===== config.mk =====
export PLATFORM = sky130hd
export DESIGN_NAME = mem_arbiter
export DESIGN_NICKNAME = d
export VERILOG_FILES = /design/src/rtl/mem_arb_pkg.sv /design/src/rtl/mem_arbiter_rr_arb2.sv /design/src/rtl/mem_arbiter.sv
export SDC_FILE = /design/constraint.sdc
export NUM_CORES = 1
export LEC_CHECK = 0
export BUFFER_PORTS_ARGS = -buffer_cell sky130_fd_sc_hd__buf_2
export CAP_MARGIN = 15
export CORE_AREA = 2 2 640 642
export DETAILED_ROUTE_END_ITERATION = 7
export DIE_AREA = 0 0 642 644
export GPL_TIMING_DRIVEN = 0
export PLACE_DENSITY = 0.3
export SLEW_MARGIN = 5
export SYNTH_ARGS = -nofsm -noshare
export SYNTH_HDL_FRONTEND = slang
export SYNTH_SLANG_ARGS = --single-unit

===== constraint.sdc =====
create_clock -name clk_i -period 4.89 [get_ports clk_i]
set_clock_uncertainty 0.2 [all_clocks]
set_input_delay 0.489 -clock clk_i [delete_from_list [all_inputs] [get_ports clk_i]]
set_output_delay 0.489 -clock clk_i [all_outputs]
set_load 0.1 [all_outputs]

===== src/rtl/mem_arb_pkg.sv =====
// Shared types and constants for the instruction/data cache memory arbiter.
package mem_arb_pkg;

  typedef enum logic [1:0] {
    IDLE = 2'd0,
    BUSY = 2'd1,
    GAP  = 2'd2
  } arb_state_e;

  localparam logic PORT_I = 1'b0;
  localparam logic PORT_D = 1'b1;

endpackage


===== src/rtl/mem_arbiter_rr_arb2.sv =====
// Two-input round-robin pick; the port that did not win last time wins a tie.
module rr_arb2
  import mem_arb_pkg::*;
(
  input  logic [1:0] req,
  input  logic       last,
  output logic       gnt_valid,
  output logic       gnt_idx
);

  always_comb begin
    gnt_valid = |req;
    gnt_idx   = req[PORT_D] ? PORT_D : PORT_I;
    if (req == 2'b11) begin
      gnt_idx = ~last;
    end
  end

endmodule


===== src/rtl/mem_arbiter.sv =====
// Shares one line-wide data memory between the icache (port 0) and dcache (port 1).
// Round-robin grant, request held in registers until the memory acks, then one idle cycle.
module mem_arbiter
  import mem_arb_pkg::*;
#(
  parameter int unsigned ADDR_W = 32,
  parameter int unsigned LINE_W = 256
) (
  input  logic              clk_i,
  input  logic              rst_n_i,
  input  logic              p0_enable_i,
  input  logic              p1_enable_i,
  input  logic              p0_write_i,
  input  logic              p1_write_i,
  input  logic [ADDR_W-1:0] p0_addr_i,
  input  logic [ADDR_W-1:0] p1_addr_i,
  input  logic [LINE_W-1:0] p0_data_i,
  input  logic [LINE_W-1:0] p1_data_i,
  output logic              p0_ack_o,
  output logic              p1_ack_o,
  output logic [LINE_W-1:0] p0_data_o,
  output logic [LINE_W-1:0] p1_data_o,
  output logic              mem_enable_o,
  output logic              mem_write_o,
  output logic [ADDR_W-1:0] mem_addr_o,
  output logic [LINE_W-1:0] mem_data_o,
  input  logic [LINE_W-1:0] mem_data_i,
  input  logic              mem_ack_i
);

  arb_state_e state;
  logic       rr_last;
  logic       grant;
  logic       gnt_valid;
  logic       gnt_idx;
  logic       load;

  rr_arb2 u_rr_arb2 (
    .req       ({p1_enable_i, p0_enable_i}),
    .last      (rr_last),
    .gnt_valid (gnt_valid),
    .gnt_idx   (gnt_idx)
  );

  assign load = (state == IDLE) && gnt_valid;

  // Control: state, round-robin history, grant owner and memory strobes.
  always_ff @(posedge clk_i or negedge rst_n_i) begin
    if (!rst_n_i) begin
      state        <= IDLE;
      rr_last      <= PORT_D;
      grant        <= PORT_I;
      mem_enable_o <= 1'b0;
      mem_write_o  <= 1'b0;
    end else begin
      case (state)
        IDLE: begin
          if (gnt_valid) begin
            grant        <= gnt_idx;
            rr_last      <= gnt_idx;
            mem_enable_o <= 1'b1;
            mem_write_o  <= (gnt_idx == PORT_D) ? p1_write_i : p0_write_i;
            state        <= BUSY;
          end
        end
        BUSY: begin
          if (mem_ack_i) begin
            mem_enable_o <= 1'b0;
            mem_write_o  <= 1'b0;
            state        <= GAP;
          end
        end
        GAP: begin
          state <= IDLE;
        end
        default: begin
          state <= IDLE;
        end
      endcase
    end
  end

  // Request payload is captured only at grant, so requester changes in BUSY are invisible.
  always_ff @(posedge clk_i or negedge rst_n_i) begin
    if (!rst_n_i) begin
      mem_addr_o <= '0;
      mem_data_o <= '0;
    end else if (load) begin
      mem_addr_o <= (gnt_idx == PORT_D) ? p1_addr_i : p0_addr_i;
      mem_data_o <= (gnt_idx == PORT_D) ? p1_data_i : p0_data_i;
    end
  end

  assign p0_ack_o  = mem_ack_i && (state == BUSY) && (grant == PORT_I);
  assign p1_ack_o  = mem_ack_i && (state == BUSY) && (grant == PORT_D);
  assign p0_data_o = mem_data_i;
  assign p1_data_o = mem_data_i;

endmodule


==> run_summary.xml <==
<?xml version="1.0" encoding="UTF-8"?>
<metrics>
  <group name="floorplan">
    <metric name="floorplan.die_area" unit="sq um">413000</metric>
    <metric name="rows" unit="">235</metric>
    <metric name="core" unit="sq um">408000</metric>
    <metric name="initial_utilization" unit="">0.0446</metric>
    <metric name="die_w" unit="um">642</metric>
    <metric name="io_pins" unit="">1643</metric>
    <metric name="chipHeight" unit="um">644</metric>
  </group>
  <group name="critical_path">
    <metric name="timing.reg2reg.setup_slack" unit="ps">1550</metric>
    <metric name="startpoint_type" unit="">primary input</metric>
    <metric name="timing.critical_path.required" unit="ps">5270</metric>
    <metric name="ff2ff_path_depth" unit="">7</metric>
    <metric name="setup.worst_path.class" unit="">primary input to flop</metric>
    <metric name="worstPathArrival" unit="ps">3770</metric>
    <metric name="timing.rr.start" unit="">rr_last$_DFFE_PN1P_</metric>
    <metric name="crit_path_end_kind" unit="">flop</metric>
    <metric name="worstPathMaxFanout" unit="">12</metric>
    <metric name="crit-reg2reg-capture" unit="">mem_data_o[86]$_DFFE_PN0P_</metric>
  </group>
  <group name="clock_network">
    <metric name="cts_resized" unit="">0</metric>
    <metric name="clockRootBuffer" unit="">sky130_fd_sc_hd__clkbuf_16</metric>
    <metric name="tritoncts_clock_tree" unit="">done</metric>
    <metric name="cts_post_setup_buffers_inserted" unit="">0</metric>
    <metric name="worstSkewPairLatency" unit="ps">710</metric>
    <metric name="ctsLongestPathBuffers" unit="">3</metric>
    <metric name="h-tree-depth" unit="">2</metric>
    <metric name="numCtsBuffers" unit="">45</metric>
    <metric name="tritoncts_num_sinks" unit="">294</metric>
    <metric name="clkTransAtPathRegs" unit="ps">60</metric>
  </group>
  <group name="power">
    <metric name="worst_ir_drop_vdd" unit="mV">0.548</metric>
    <metric name="power.density" unit="nW/um^2">657</metric>
    <metric name="leakage" unit="nW">17.0</metric>
  </group>
  <group name="synthesis">
    <metric name="ys.warnings.count" unit="">0</metric>
    <metric name="synth-seq-area-share" unit="">0.405</metric>
    <metric name="synth.lib_cells_used.distinct" unit="">22</metric>
    <metric name="synth_fp_nets" unit="">2303</metric>
    <metric name="synth-async-reset-ratio" unit="">1.00</metric>
    <metric name="post_synth_inst_count" unit="">1464</metric>
    <metric name="synth.avg_cell_area" unit="sq um">12.4</metric>
    <metric name="synthFlopType" unit="">sky130_fd_sc_hd__dfrtp_1</metric>
    <metric name="synth.ff_latch_count" unit="">294</metric>
    <metric name="synth-edff-count" unit="">0</metric>
    <metric name="syn-cell-area" unit="sq um">18200</metric>
  </group>
  <group name="finish">
    <metric name="finalCoreUtilization" unit="">0.0957</metric>
    <metric name="nets" unit="">4274</metric>
    <metric name="multiInputGateArea" unit="sq um">6590</metric>
    <metric name="final_common_cell" unit="">sky130_fd_sc_hd__buf_2</metric>
    <metric name="n_fill_cell" unit="">47400</metric>
    <metric name="sequential_cell_area" unit="sq um">7360</metric>
    <metric name="layout.cells.most_common_list" unit="">sky130_fd_sc_hd__buf_2 (1426), sky130_fd_sc_hd__dlygate4sd3_1 (534), sky130_fd_sc_hd__buf_4 (512), sky130_fd_sc_hd__mux2_2 (476), sky130_fd_sc_hd__dfrtp_1 (293)</metric>
    <metric name="synthToLayoutAreaGrowth" unit="%">115</metric>
    <metric name="drive_gt1_frac" unit="">0.724</metric>
  </group>
  <group name="worst_hold_path">
    <metric name="hold_path_depth" unit="">3</metric>
    <metric name="min-delay-start" unit="">p1_data_i[122]</metric>
    <metric name="hold_removal_path_class" unit="">primary input to flop</metric>
    <metric name="holdPathEnd" unit="">mem_data_o[122]$_DFFE_PN0P_</metric>
  </group>
  <group name="route">
    <metric name="dr_total_vias" unit="">20100</metric>
    <metric name="route.detailed.vias_per_inst" unit="">2.24</metric>
    <metric name="drc_errors" unit="">0</metric>
    <metric name="routed_wl" unit="mm">208</metric>
    <metric name="count_of_nets_left_with_antenna_violations_after_detail_routing" unit="">0</metric>
    <metric name="detail_route.first_pass.iterations" unit="">5</metric>
    <metric name="wl_per_cell" unit="um">23.2</metric>
    <metric name="drtIter0Drc" unit="">1095</metric>
  </group>
  <group name="place">
    <metric name="dp.final_hpwl" unit="mm">189</metric>
    <metric name="port_buffers" unit="">1386</metric>
    <metric name="gp_congestion" unit="">0.969</metric>
  </group>
  <group name="outcome">
    <metric name="outcome" unit="">finished clean</metric>
  </group>
  <group name="global_routing">
    <metric name="grt_pass1_vias" unit="">20300</metric>
    <metric name="grt_pass1_wl" unit="mm">252</metric>
    <metric name="grt_antenna_before_repair" unit="">206</metric>
    <metric name="grt_start_max_net_pins" unit="">98</metric>
    <metric name="gr-total-overflow" unit="">0</metric>
    <metric name="gr-usage-all-layers" unit="">0.0966</metric>
  </group>
  <group name="timing">
    <metric name="slew_limit_fails" unit="">0</metric>
    <metric name="timing.hold.ws" unit="ps">61.4</metric>
    <metric name="tightestPinTransition" unit="ps">852</metric>
    <metric name="setup_failing_eps_final" unit="">0</metric>
    <metric name="rsz0062_at_grt" unit="">false</metric>
    <metric name="timing.final.crit_share" unit="">0.694</metric>
    <metric name="report.final.hold_viol_count" unit="">0</metric>
    <metric name="maxClockFrequency" unit="MHz">295</metric>
    <metric name="slew-limit-headroom" unit="">0.436</metric>
    <metric name="layout_min_cycle_time" unit="ps">3390</metric>
  </group>
  <group name="job">
    <metric name="max-cap-violations" unit="">0</metric>
  </group>
</metrics>
==> timing repair <==
action	CTS	global route
hold buffers	534	0
setup endpoints to repair	0	0
hold endpoints to repair	424	0
==> power breakdown <==
part | leakage [nW] | switching (mW) | internal, mW
sequential | 3.44 | 0.633 | 3.70
combinational | 12.8 | 14.1 | 3.70
clock | 0.741 | 1.53 | 1.96
==> registers in the layout (all words and copies together), names as in the netlist <==
signal	count
state	2
mem_enable_o	1
mem_data_o	256
rr_last	1
mem_write_o	1
grant	1
mem_addr_o	32
==> critical path, stage by stage <==
cell                            delay, ps
sky130_fd_sc_hd__dlygate4sd3_1        650
sky130_fd_sc_hd__buf_2                170
sky130_fd_sc_hd__a21bo_2              150
sky130_fd_sc_hd__clkbuf_2             240
sky130_fd_sc_hd__buf_12               200
sky130_fd_sc_hd__buf_2                590
sky130_fd_sc_hd__mux2_2               420
sky130_fd_sc_hd__dlygate4sd3_1        570
sky130_fd_sc_hd__mux2_2               260
==> synth_stat cells, drive strengths merged (2+ instances only) <==
library cell / instances / area, sq um
mux2i: 2 / 20.0
o21ai: 2 / 10.0
dfrtp: 293 / 7330
clkbuf: 11 / 41.3
nand2: 3 / 11.3
nor2: 2 / 7.51
buf: 565 / 4180
mux2: 576 / 6490
==> cell type report <==
cell class | count | area share
sequential | 294 | 0.189
clock buffer | 60 | 0.0318
multi-input combinational | 593 | 0.169
timing repair buffer | 1924 | 0.318
antenna | 45 | 0.00289
tap | 5451 | 0.175
buffer | 576 | 0.108
clock inverter | 21 | 0.00670
inverter | 1 | 0.0000962
==> kinds of logic (layout without fill, tap and decap cells) <==
kind of cell	count (synthesis)	after routing	share of synthesized area
muxes	578	578	0.358
other	0	45	0
and+or+nand+nor	9	9	0.00241
buffers and inverters	577	2582	0.233
AOI/OAI and AO/OA	6	6	0.00213
DFF	294	294	0.405
==> how the worst max path moves through the flow <==
stage,slack [ps],startpoint,to,cells after the start
floorplan,2320,mem_ack_i,p0_ack_o,2
global placement,-4490,rst_n_i,mem_data_o[226]$_DFFE_PN0P_,1
detailed placement,1670,state[1]$_DFFE_PN0P_,mem_data_o[207]$_DFFE_PN0P_,5
CTS,1350,rr_last$_DFFE_PN1P_,mem_data_o[86]$_DFFE_PN0P_,7
global route,1370,rr_last$_DFFE_PN1P_,mem_data_o[91]$_DFFE_PN0P_,7
finish,1500,p0_enable_i,mem_data_o[86]$_DFFE_PN0P_,9
==> metrics by stage <==
step | setup TNS [ps] | setup slack, ps | area (sq um) | power (mW) | std cells
3_5_place_dp | 0 | 1670 | 32100 | 21.9 | 8305
4_1_cts | 0 | 1350 | 38900 | 26.2 | 8920
5_1_grt | 0 | 1370 | 38900 | 26.6 | 8931
3_3_place_gp | -1271360 | -4490 | 31900 | 21.9 | 8301
2_1_floorplan | 0 | 2320 | 18200 | 17.9 | 1464
6_report | 0 | 1500 | 39000 | 25.6 | 8965
==> layer usage <==
metal  global-route usage  share of wire
met1                0.103           0.35
met2                0.178           0.51
met3               0.0314          0.089
met4               0.0318          0.044
met5                    0         0.0018
Power figures use the tool's default switching activity.
